[src/rtl/dec_counter_pkg.sv]
// Shared definitions for the dec_counter down-counter: underflow policy encoding.
package dec_counter_pkg;

  typedef enum logic [1:0] {
    ModeWrap   = 2'd0,
    ModeSat    = 2'd1,
    ModeReload = 2'd2,
    ModeRsvd   = 2'd3
  } mode_e;

  localparam int unsigned DefaultWidth = 20;
  localparam int unsigned DefaultStepW = 4;

endpackage

[src/rtl/dec_counter_if.sv]
// Control/status bundle of dec_counter; the master drives requests, the counter is the slave.
interface dec_counter_if #(
    parameter int unsigned WIDTH  = 20,
    parameter int unsigned STEP_W = 4
);

    logic              load;
    logic [WIDTH-1:0]  load_val;
    logic              en;
    logic [STEP_W-1:0] step;
    logic [1:0]        mode;
    logic [WIDTH-1:0]  count;
    logic              borrow;
    logic              zero;
    logic              tc_pulse;

    modport master (
        output load, load_val, en, step, mode,
        input  count, borrow, zero, tc_pulse
    );

    modport slave (
        input  load, load_val, en, step, mode,
        output count, borrow, zero, tc_pulse
    );

endinterface

[src/rtl/dec_core.sv]
// Combinational subtractor a - b; borrow_o flags a < b (generalised decrementer).
module dec_core #(
    parameter int unsigned WIDTH = 20
) (
    input  logic [WIDTH-1:0] a_i,
    input  logic [WIDTH-1:0] b_i,
    output logic [WIDTH-1:0] diff_o,
    output logic             borrow_o
);

    logic [WIDTH:0] full;

    assign full     = {1'b0, a_i} - {1'b0, b_i};
    assign diff_o   = full[WIDTH-1:0];
    assign borrow_o = full[WIDTH];

endmodule

[src/rtl/dec_counter.sv]
// Registered down-counter with load, variable step and wrap/saturate/reload underflow policy.
module dec_counter
    import dec_counter_pkg::*;
#(
    parameter int unsigned WIDTH  = DefaultWidth,
    parameter int unsigned STEP_W = DefaultStepW
) (
    input  logic          clk,
    input  logic          rst_n,
    dec_counter_if.slave  bus_io
);

    logic [WIDTH-1:0] count_q, count_d;
    logic [WIDTH-1:0] reload_q, reload_d;
    logic             borrow_q, borrow_d;
    logic             tc_q, tc_d;

    logic [WIDTH-1:0] step_ext;
    logic [WIDTH-1:0] diff;
    logic             under;
    mode_e            mode;

    assign step_ext = WIDTH'(bus_io.step);
    assign mode     = mode_e'(bus_io.mode);

    dec_core #(
        .WIDTH (WIDTH)
    ) u_core (
        .a_i      (count_q),
        .b_i      (step_ext),
        .diff_o   (diff),
        .borrow_o (under)
    );

    always_comb begin
        count_d  = count_q;
        reload_d = reload_q;
        borrow_d = 1'b0;
        tc_d     = 1'b0;
        if (bus_io.load) begin
            count_d  = bus_io.load_val;
            reload_d = bus_io.load_val;
        end else if (bus_io.en && (step_ext != '0)) begin
            if (under) begin
                borrow_d = 1'b1;
                tc_d     = 1'b1;
                unique case (mode)
                    ModeSat:    count_d = '0;
                    ModeReload: count_d = reload_q;
                    ModeWrap,
                    ModeRsvd:   count_d = diff;
                endcase
            end else begin
                // Exact hit on zero still fires the terminal-count pulse.
                count_d = diff;
                tc_d    = (diff == '0);
            end
        end
    end

    always_ff @(posedge clk or negedge rst_n) begin
        if (!rst_n) begin
            count_q  <= '0;
            reload_q <= '0;
            borrow_q <= 1'b0;
            tc_q     <= 1'b0;
        end else begin
            count_q  <= count_d;
            reload_q <= reload_d;
            borrow_q <= borrow_d;
            tc_q     <= tc_d;
        end
    end

    assign bus_io.count    = count_q;
    assign bus_io.borrow   = borrow_q;
    assign bus_io.tc_pulse = tc_q;
    assign bus_io.zero     = (count_q == '0);

endmodule

[src/flat_wrapper.sv]
// flat-port wrapper written by rule: the top's interface ports become plain ports
module dec_counter_flat import dec_counter_pkg::*;
#(
    parameter int unsigned WIDTH  = DefaultWidth,
    parameter int unsigned STEP_W = DefaultStepW
)
  (clk, rst_n, bus_io_load, bus_io_load_val, bus_io_en, bus_io_step, bus_io_mode, bus_io_count, bus_io_borrow, bus_io_zero, bus_io_tc_pulse);
  dec_counter_if #(.WIDTH(WIDTH), .STEP_W(STEP_W)) bus_io_i ();
  input  logic clk;
  input  logic rst_n;
  input wire logic [$bits(bus_io_i.load)-1:0] bus_io_load;
  input wire logic [$bits(bus_io_i.load_val)-1:0] bus_io_load_val;
  input wire logic [$bits(bus_io_i.en)-1:0] bus_io_en;
  input wire logic [$bits(bus_io_i.step)-1:0] bus_io_step;
  input wire logic [$bits(bus_io_i.mode)-1:0] bus_io_mode;
  output wire logic [$bits(bus_io_i.count)-1:0] bus_io_count;
  output wire logic [$bits(bus_io_i.borrow)-1:0] bus_io_borrow;
  output wire logic [$bits(bus_io_i.zero)-1:0] bus_io_zero;
  output wire logic [$bits(bus_io_i.tc_pulse)-1:0] bus_io_tc_pulse;
  assign bus_io_i.load = bus_io_load;
  assign bus_io_i.load_val = bus_io_load_val;
  assign bus_io_i.en = bus_io_en;
  assign bus_io_i.step = bus_io_step;
  assign bus_io_i.mode = bus_io_mode;
  assign bus_io_count = bus_io_i.count;
  assign bus_io_borrow = bus_io_i.borrow;
  assign bus_io_zero = bus_io_i.zero;
  assign bus_io_tc_pulse = bus_io_i.tc_pulse;
  dec_counter #(.WIDTH(WIDTH), .STEP_W(STEP_W)) u_core (.clk(clk), .rst_n(rst_n), .bus_io(bus_io_i));
endmodule
[config.mk]
export PLATFORM = sky130hd
export DESIGN_NAME = dec_counter_flat
export DESIGN_NICKNAME = d
export VERILOG_FILES = /design/src/rtl/dec_counter_pkg.sv /design/src/rtl/dec_counter_if.sv /design/src/rtl/dec_core.sv /design/src/rtl/dec_counter.sv /design/src/flat_wrapper.sv
export SDC_FILE = /design/constraint.sdc
export NUM_CORES = 1
export LEC_CHECK = 0
export ABC_AREA = 1
export CAP_MARGIN = 20
export CORE_AREA = 8 8 110 87
export CTS_CLUSTER_DIAMETER = 30
export CTS_CLUSTER_SIZE = 40
export DETAILED_ROUTE_END_ITERATION = 6
export DIE_AREA = 0 0 118 95
export GPL_ROUTABILITY_DRIVEN = 1
export SLEW_MARGIN = 5
export SYNTH_ARGS = -nofsm -noshare
export SYNTH_HDL_FRONTEND = slang
export SYNTH_SLANG_ARGS = --single-unit
[constraint.sdc]
create_clock -name clk -period 3.1 [get_ports clk]
set_clock_uncertainty 0.2 [all_clocks]
set_input_delay 0.62 -clock clk [delete_from_list [all_inputs] [get_ports clk]]
set_output_delay 0.62 -clock clk [all_outputs]
set_load 0.03 [all_outputs]
==> results.cfg <==
[clock_tree]
post_cts_buffers = 0
cts_max_path_buffers = 2
clk_pin_slew_worst_paths_ns = 0.08
cts.sinks = 42
htree_levels = 2
cts.repair.resized = 0
root_buffer = clkbuf_8
insertion_delay_ns = 0.30
numCtsBuffers = 5
hold_buffers = 0
cts_tree = done

[min_path]
hold_path.class = input pin to asynchronous set/reset pin

[cells_and_area]
layout.cells.non_filler = 660
drive_gt1_share_pct = 9.01
multi_input_area_um2 = 1760
fillers = 811
register_area_um2 = 1050
fin_nets = 592
num_antenna_cells = 0
syn_to_final_growth_pct = 29.6

[setup_path]
endpoint_kind = flop
cp_max_fo = 10
max_stage_delay_ns = 0.48
crit_path_cell_trace = clkdlybuf4s50_1 > ha_1 > inv_1 > fa_1 > nand2_1 > nand3_1 > o21ai_4 > nand3_2 > inv_2 > nand2_4 > nor2_8 > buf_12 > nand2_1 > nand2_1 > nand2_1 > a21oi_1
critPathTopFamily = buffers and inverters
startpoint_type = input pin
slowest_stage = clkdlybuf4s50_1
crit_path_frequent_cell = nand2_1
critPathArrivalTime_ns = 2.91
path_buf_inv = 4
crit_type = input pin to flop
required_ns = 3.12

[power_and_ir_drop]
switching_power_mw = 0.787
p_leak_nw = 2.01
clkPwrFrac_pct = 19.5
ir_drop_uv = 259
pwr-share-seq_pct = 35.4
power_frac_comb_pct = 45.1
p_int_mw = 1.15
p_sw_share_pct = 40.7
power_mw = 1.94
powerDensity_nw_per_um2 = 490

[global_route]
overflow = 0
antenna_found_initial = 0
grt_pass1_vias = 3147
grtUsageTotal_pct = 18.1
grtUsageMet3_pct = 3.70
grt_max_degree = 43
grt_pass1_wl_um = 16600
met2_usage_pct = 26.2
use_met1_pct = 26.6
busiest_layer = met1

[die]
rows = 28
die_h_um = 95
pin_count = 53
die_w_um = 118
initial_core_util_pct = 39.4
core_um2 = 7740
die_area_um2 = 11200

[place]
place.gp.congestion = 0.955
io_buffers = 52
place_hpwl_um = 7460
place_inst = 651

[detailed_routing]
ant_nets = 0
wl_per_cell_um = 14.8
drt-total-wl_um = 9790
viasPerCell = 4.91
via_count = 3242
drcViolationCount = 0
first_pass_iters = 5
drtIter0Drc = 257

[synthesis]
yosysSeqAreaShare_pct = 34.5
synth_top_cells_by_area = dfrtp_1, nand2_1, nor2_1, inv_1, a21oi_1
dominantRegCellSynth = dfrtp_1
synth_top_area_share_pct = 34.5
async_reset_ff_share_pct = 100
synth_area_um2 = 3050
yosysWarnings = 0
synthDistinctLibCells = 34
ys_ff_latch = 42
synth_fp_nets = 520
synth-edff-count = 0
synth_top_cells_by_count = nand2_1, nor2_1, dfrtp_1
post_synth.cell_area_avg_um2 = 6.33
yosys.cell_count.top_type = nand2_1
netlist.top_cell.by_area = dfrtp_1
syn_inst = 482

[timing]
report.final.hold_viol_count = 0
finalHoldWorstSlack_ns = 0.0754
post-route-min-period_ns = 2.89
worst_pin_slew_ns = 0.669
rsz0062_at_grt = false
setup_viol = 0
tns_ns = 0
drv_slew = 0
period_share_pct = 93.1
fmax_mhz = 346
slew_headroom_pct = 55.4

[outcome]
outcome = finished, final reports clean

[job]
cap_violations = 0
==> flip-flops by register name, summed over array words and instances, names as in the netlist <==
register and cells:
u_core.bus_io.tc_pulse 1, u_core.bus_io.count 20, u_core.reload_q 20, u_core.bus_io.borrow 1
==> through the flow <==
step	cell area, um2	utilization [%]	worst slack [ns]
2_1_floorplan	3050	-	0.567
3_3_place_gp	3840	49.6	-0.0474
3_5_place_dp	3840	49.6	-0.0906
4_1_cts	3930	50.8	0.0944
5_1_grt	3950	51.1	0.0280
6_report	3950	51.1	0.213
==> layer usage <==
layer	up-vias	part of all wire [%]	routed length (um)
met2	98	40	3940
met5	-	0	0
li1	1665	-	-
met4	0	1.2	118
met1	1468	53	5160
met3	11	5.8	571
==> worst paths after layout <==
check	from	end	slack, ns	cells past startpoint
setup / recovery	bus_io_step[0]	u_core.bus_io.count[19]	0.21	16
hold / removal	rst_n	u_core.bus_io.count[0]	0.08	1
setup reg to reg	u_core.bus_io.count[0]	u_core.bus_io.count[19]	0.47	16
hold reg to reg	u_core.reload_q[6]	u_core.reload_q[6]	0.28	2
max in group asynchronous	rst_n	u_core.reload_q[17]	2.13	2
min in group clk	u_core.reload_q[6]	u_core.reload_q[6]	0.28	2
==> kinds of logic (layout without fill, tap and decap cells) <==
group           Yosys count  in the layout  share of synthesized area, %
fa+ha+maj                 8              8                          3.53
simple gates            309            309                          41.9
xor+xnor                  7              7                          2.01
compound gates           57             57                          10.3
buf+inv                  59            132                          7.83
flops                    42             42                          34.5
==> power by group through the flow <==
stage	clock network (mW)	logic, mW	registers [mW]
detailed placement	0	0.868	0.695
global placement	0	0.866	0.695
global route	0.411	0.976	0.694
finish	0.378	0.873	0.685
floorplan	0	0.420	0.775
CTS	0.394	0.873	0.684
==> cells in the final DEF (no fill, tap or decap), types with 2 or more instances in the layout <==
cell and count:
nand2_1 205, nor2_1 55, clkdlybuf4s50_1 50, dfrtp_1 42
inv_1 41, a21oi_1 30, nand3_1 28, buf_4 26
o21ai_0 16, ha_1 7, clkbuf_8 6, xor2_1 5
nor2_2 4, o22ai_1 4, a31oi_1 4, nand3b_1 3
nand4_1 3, inv_2 2, nor3_1 2, and2_1 2
xnor2_1 2, buf_12 2
==> final cells by class <==
cell class / instances / share of cell area [%]
multi-input cells: 381 / 44.5
flip-flops and latches: 42 / 26.6
repair buffers: 80 / 19.1
inverters: 44 / 4.18
well taps: 105 / 3.32
clock buffers: 7 / 2.18
clock inverters: 1 / 0.127
Note: power is estimated with default switching activity, not from simulation.
